`src/rtl/weight_fetch_seq.sv`:
```
// Weight memory read sequencer: walks addresses 0..NUM_WEIGHT-1 through a
// 1-cycle-latency read port and streams the weights out over valid/ready.
module weight_fetch_seq #(
   parameter int NUM_WEIGHT = 30,
   parameter int ADDR_WIDTH = (NUM_WEIGHT > 1) ? $clog2(NUM_WEIGHT) : 1,
   parameter int DATA_WIDTH = 16
) (
   input  logic                  clk,
   input  logic                  rst_n,
   input  logic                  start,
   output logic                  busy,
   output logic                  done,
   output logic                  mem_ren,
   output logic [ADDR_WIDTH-1:0] mem_radd,
   input  logic [DATA_WIDTH-1:0] mem_rdata,
   output logic                  w_valid,
   input  logic                  w_ready,
   output logic [DATA_WIDTH-1:0] w_data,
   output logic [ADDR_WIDTH-1:0] w_idx,
   output logic                  w_last
);

   localparam logic [ADDR_WIDTH-1:0] LAST_IDX = ADDR_WIDTH'(NUM_WEIGHT - 1);

   typedef enum logic [1:0] {S_IDLE, S_FETCH, S_DRAIN} state_t;

   state_t                r_state;
   state_t                w_state_next;
   logic [ADDR_WIDTH-1:0] r_issue_cnt;
   logic                  r_inflight;
   logic [ADDR_WIDTH-1:0] r_inflight_idx;
   logic [DATA_WIDTH-1:0] r_fifo_data [2];
   logic [ADDR_WIDTH-1:0] r_fifo_idx [2];
   logic [1:0]            r_fifo_last;
   logic                  r_wr_ptr;
   logic                  r_rd_ptr;
   logic [1:0]            r_count;
   logic                  r_done;

   logic                  w_valid_int;
   logic                  w_pop;
   logic                  w_push;
   logic                  w_head_last;
   logic                  w_issue;
   logic                  w_last_issue;

   // A read may issue only while FIFO occupancy plus the read in flight, net of
   // this cycle's pop, leaves room; this keeps the 2-entry FIFO from overflowing.
   always_comb begin
      w_valid_int  = (r_count != 2'd0);
      w_pop        = w_valid_int & w_ready;
      w_push       = r_inflight;
      w_head_last  = r_fifo_last[r_rd_ptr];
      w_issue      = (r_state == S_FETCH) &&
                     (({1'b0, r_count} + {2'b00, r_inflight}) < (3'd2 + {2'b00, w_pop}));
      w_last_issue = w_issue && (r_issue_cnt == LAST_IDX);
   end

   always_comb begin
      w_state_next = r_state;
      case (r_state)
         S_IDLE:  if (start) w_state_next = S_FETCH;
         S_FETCH: if (w_last_issue) w_state_next = S_DRAIN;
         S_DRAIN: if (w_pop && w_head_last) w_state_next = S_IDLE;
         default: w_state_next = S_IDLE;
      endcase
   end

   always_ff @(posedge clk or negedge rst_n) begin
      if (!rst_n) begin
         r_state        <= S_IDLE;
         r_issue_cnt    <= '0;
         r_inflight     <= 1'b0;
         r_inflight_idx <= '0;
         r_done         <= 1'b0;
      end else begin
         r_state        <= w_state_next;
         r_inflight     <= w_issue;
         r_inflight_idx <= r_issue_cnt;
         r_done         <= (r_state == S_DRAIN) && w_pop && w_head_last;
         // Counter holds on the last address so it never wraps.
         if (r_state == S_IDLE)
            r_issue_cnt <= '0;
         else if (w_issue && !w_last_issue)
            r_issue_cnt <= r_issue_cnt + ADDR_WIDTH'(1);
      end
   end

   always_ff @(posedge clk or negedge rst_n) begin
      if (!rst_n) begin
         for (int i = 0; i < 2; i++) begin
            r_fifo_data[i] <= '0;
            r_fifo_idx[i]  <= '0;
         end
         r_fifo_last <= 2'b00;
         r_wr_ptr    <= 1'b0;
         r_rd_ptr    <= 1'b0;
         r_count     <= 2'd0;
      end else begin
         if (w_push) begin
            r_fifo_data[r_wr_ptr] <= mem_rdata;
            r_fifo_idx[r_wr_ptr]  <= r_inflight_idx;
            r_fifo_last[r_wr_ptr] <= (r_inflight_idx == LAST_IDX);
            r_wr_ptr              <= ~r_wr_ptr;
         end
         if (w_pop)
            r_rd_ptr <= ~r_rd_ptr;
         case ({w_push, w_pop})
            2'b10:   r_count <= r_count + 2'd1;
            2'b01:   r_count <= r_count - 2'd1;
            default: r_count <= r_count;
         endcase
      end
   end

   // Beat fields are forced to zero when no beat is presented.
   assign busy     = (r_state != S_IDLE);
   assign done     = r_done;
   assign mem_ren  = w_issue;
   assign mem_radd = r_issue_cnt;
   assign w_valid  = w_valid_int;
   assign w_data   = w_valid_int ? r_fifo_data[r_rd_ptr] : '0;
   assign w_idx    = w_valid_int ? r_fifo_idx[r_rd_ptr] : '0;
   assign w_last   = w_valid_int & w_head_last;

endmodule

```
`config.mk`:
```
export PLATFORM = sky130hd
export DESIGN_NAME = weight_fetch_seq
export DESIGN_NICKNAME = d
export VERILOG_FILES = /design/src/rtl/weight_fetch_seq.sv
export SDC_FILE = /design/constraint.sdc
export NUM_CORES = 1
export LEC_CHECK = 0
export CAP_MARGIN = 40
export CORE_MARGIN = 3
export CORE_UTILIZATION = 35
export CTS_BUF_LIST = sky130_fd_sc_hd__clkbuf_4 sky130_fd_sc_hd__clkbuf_8
export DETAILED_ROUTE_END_ITERATION = 16
export SYNTH_ARGS = -nofsm -noshare
export SYNTH_HDL_FRONTEND = slang
export SYNTH_SLANG_ARGS = --single-unit
```
`constraint.sdc`:
```
create_clock -name clk -period 2 [get_ports clk]
set_input_delay 0.4 -clock clk [delete_from_list [all_inputs] [get_ports clk]]
set_output_delay 0.4 -clock clk [all_outputs]
set_load 0.005 [all_outputs]
```
==> results of run 1 <==
[final timing paths]
path,from,end,slack [ps],cells after the start
setup / recovery,r_state[1]$_DFFE_PN0P_,busy,70,2
hold / removal,rst_n,r_fifo_data[5]$_DFFE_PN0P_,80,2
setup reg to reg,r_count[1]$_DFFE_PN0P_,r_count[1]$_DFFE_PN0P_,290,8
hold reg to reg,mem_radd[4]$_DFFE_PN0P_,r_inflight_idx[4]$_DFF_PN0_,460,0
max in group asynchronous,rst_n,r_state[1]$_DFFE_PN0P_,1640,2
min in group clk,mem_radd[4]$_DFFE_PN0P_,r_inflight_idx[4]$_DFF_PN0_,460,0
[where the power goes]
| part | leakage [nW] | total [W] | internal, W | switching, W |
|---|---|---|---|---|
| registers | 0.735 | 0.00225 | 0.00188 | 0.000376 |
| logic | 0.943 | 0.00350 | 0.00210 | 0.00140 |
| clock network | 0.116 | 0.00125 | 0.000769 | 0.000479 |
| total | 1.79 | 0.00700 | 0.00475 | 0.00226 |
[sequential cells by signal, summed over array words and instances, names as in the netlist]
name	flops
mem_radd	5
r_fifo_data	32
r_rd_ptr	1
r_state	2
r_fifo_idx	10
r_count	2
r_inflight_idx	5
r_fifo_last	2
r_wr_ptr	1
r_inflight	1
done	1
[per-stage QoR]
stage,utilization,setup slack [ps],instances,area [um^2],TNS [ps]
floorplan,-,403,211,2820,0
global placement,0.450,-141,366,3490,-141
detailed placement,0.450,-154,366,3490,-154
CTS,0.496,-65.8,391,3850,-96.7
global route,0.496,-12.1,393,3850,-12.1
finish,0.496,72.0,393,3850,0
[cell type report]
type                            count  area, um^2  share of cell area
Sequential cell                    62        1550               0.404
Multi-Input combinational cell    134        1200               0.311
Timing Repair Buffer               74         719               0.187
Clock buffer                       11         151              0.0393
Tap cell                          102         128              0.0331
Clock inverter                      5        81.3              0.0211
Inverter                            5        18.8             0.00487
[cell usage in the layout, fill, tap and decap left out, drive strengths merged, types with 3 or more instances in the layout]
cell type,instances
ha,5
clkbuf,19
clkdlybuf4s15,6
xnor2,3
buf,25
nor2,28
mux2i,27
inv,5
nand3,3
mux2,44
dfrtp,62
dlygate4sd2,10
nand2,7
clkdlybuf4s50,25
[layer usage]
layer,vias to the layer above,wire [um]
met3,7,320
met1,903,2570
met4,0,57
met2,50,2530
li1,879,-
met5,-,0
[logic make-up after synthesis]
kind of cell | after synthesis | share of synthesized area
adder cells (fa/ha/maj) | 5 | 0.0222
XOR/XNOR | 5 | 0.0155
AND/OR/NAND/NOR | 49 | 0.0826
multiplexers | 71 | 0.273
flip-flops | 62 | 0.550
buffers and inverters | 15 | 0.0373
AO/OA/AOI/OAI | 4 | 0.0191
[repair_timing]
| item | CTS | global route |
|---|---|---|
| pin swaps | 3 | 3 |
| gates cloned | 1 | 0 |
| endpoints found under the setup margin | 25 | 16 |
| gates resized for setup | 46 | 18 |
| setup buffers | 8 | 2 |
==> key figures, run 1 <==
Timing
  – Final hold violation count: 0
  – Final setup viols: 0
  – Worst-Margin Slew: 327 ps
  – Max-slew violations: 0
  – Hold slack: 81.2 ps
  – Fmax: 519 MHz
  – Slew margin rel.: 0.782
  – Fin crit period: 1930 ps
  – Final worst-path cycle share: 0.964
  – RSZ-0062 raised after global routing: yes
  – Clk_skew: 4.24 ps

Placement
  – RePlAce Congestion: 0.762
  – I/O Buffers: 50
  – Final HPWL DP: 3530 um

Critical path
  – Crit-path max cell delay: 450 ps
  – Crit Path Category: flip-flop to primary output
  – Worst-path fanout max: 7
  – CP max stage cell: dfrtp_2
  – CP startpoint kind: flip-flop
  – Endpoint class of the critical path: primary output
  – Crit path buf inv count: 1
  – Cells along the critical path: or2_4 -> clkdlybuf4s50_1
  – Delay-heaviest family, CP: flip-flops
  – Critical path required time: 1600 ps
  – CP Data Arrival Time: 1530 ps

Power
  – Overall Power: 0.00700 W
  – LEAKAGE: 1.79 nW
  – Pwr dens: 1820 nW/um^2
  – Peak VDD IR: 0.00113 V

Global routing
  – Grt met2 use: 0.204
  – Vias in the first global route: 1867
  – M1 GR Usage: 0.178
  – First-pass GRT wire length: 9160 um
  – GR peak layer: met2
  – Initial antenna violation count: 0
  – GRT Util Overall: 0.132
  – Largest net degree at the start of global routing: 63
  – M3 GR Usage: 0.0477
  – Overflow after GRT: 0

Die
  – Chip height: 95.7 um
  – Die X-Extent: 95.7 um
  – Io pins: 51
  – Starting Density: 0.363
  – Core area: 7770 um^2
  – Row count: 32
  – Die ar.: 9170 um^2

Clock tree
  – Root Driver: clkbuf_8
  – CTS Sinks: 62
  – Hold buffers post-CTS: 0
  – CTS tree: done
  – Skew-Pair Late Insertion Delay: 330 ps
  – CTS H-tree depth: 3
  – Clock Pin Slew Worst Setup and Hold Paths: 70 ps
  – Total CTS buffers: 9
  – Clock tree buffer depth: 2

Synth
  – Cell count after synthesis: 211
  – Most used DFF post-synth: dfrtp_1
  – Seq/Total Area, Yosys: 0.550
  – Post-synth EDFFs: 0
  – Area leader, netlist: dfrtp_1
  – Register bit total from synthesis: 62
  – Post-synthesis cell area: 2820 um^2
  – Commonest cells in the synthesized netlist: 62 x dfrtp_1, 42 x mux2_2, 27 x mux2i_1, 27 x nor2_1, 6 x nand2_1
  – Post-synth top area share: 0.550
  – Syn_nets: 236
  – Dominant cells by area after synthesis: dfrtp_1 55%, mux2_2 17%, mux2i_1 9.6%
  – Cell variety after synth: 30
  – Async SR Flop Fraction: 1.00
  – Syn avg cell area: 13.4 um^2
  – Cell with the most instances after synthesis: dfrtp_1
  – YS warnings: 0

Detailed routing
  – DRT iter0 DRCs: 72
  – DRT Wirelength: 5480 um
  – TritonRoute pass-1 iters: 4
  – Antenna viol nets, final: 0
  – Vias per cell: 4.68
  – Via count: 1839
  – Residual DRC count: 0
  – WL/cell: 13.9 um

Run
  – Max Cap Viol: 0

Outcome
  – Run status: complete, no violations

Final layout
  – Layout cells sized above 1: 0.364
  – FILL cells: 709
  – # diodes: 0
  – Area growth, synth to finish: 36.6%
  – Final #Nets: 311

Min path
  – Type of the worst min-delay path: input pin to async pin
Note: power is estimated with default switching activity, not from simulation.
==> run 2: changes to the inputs <==
--- a/config.mk
+++ b/config.mk
@@ -10,6 +10,7 @@
 export CORE_UTILIZATION = 35
 export CTS_BUF_LIST = sky130_fd_sc_hd__clkbuf_4 sky130_fd_sc_hd__clkbuf_8
 export DETAILED_ROUTE_END_ITERATION = 16
+export SLEW_MARGIN = 25
 export SYNTH_ARGS = -nofsm -noshare
 export SYNTH_HDL_FRONTEND = slang
 export SYNTH_SLANG_ARGS = --single-unit
==> results of run 2 <==
The final DEF is identical to that of run 1; final timing and power are the same.
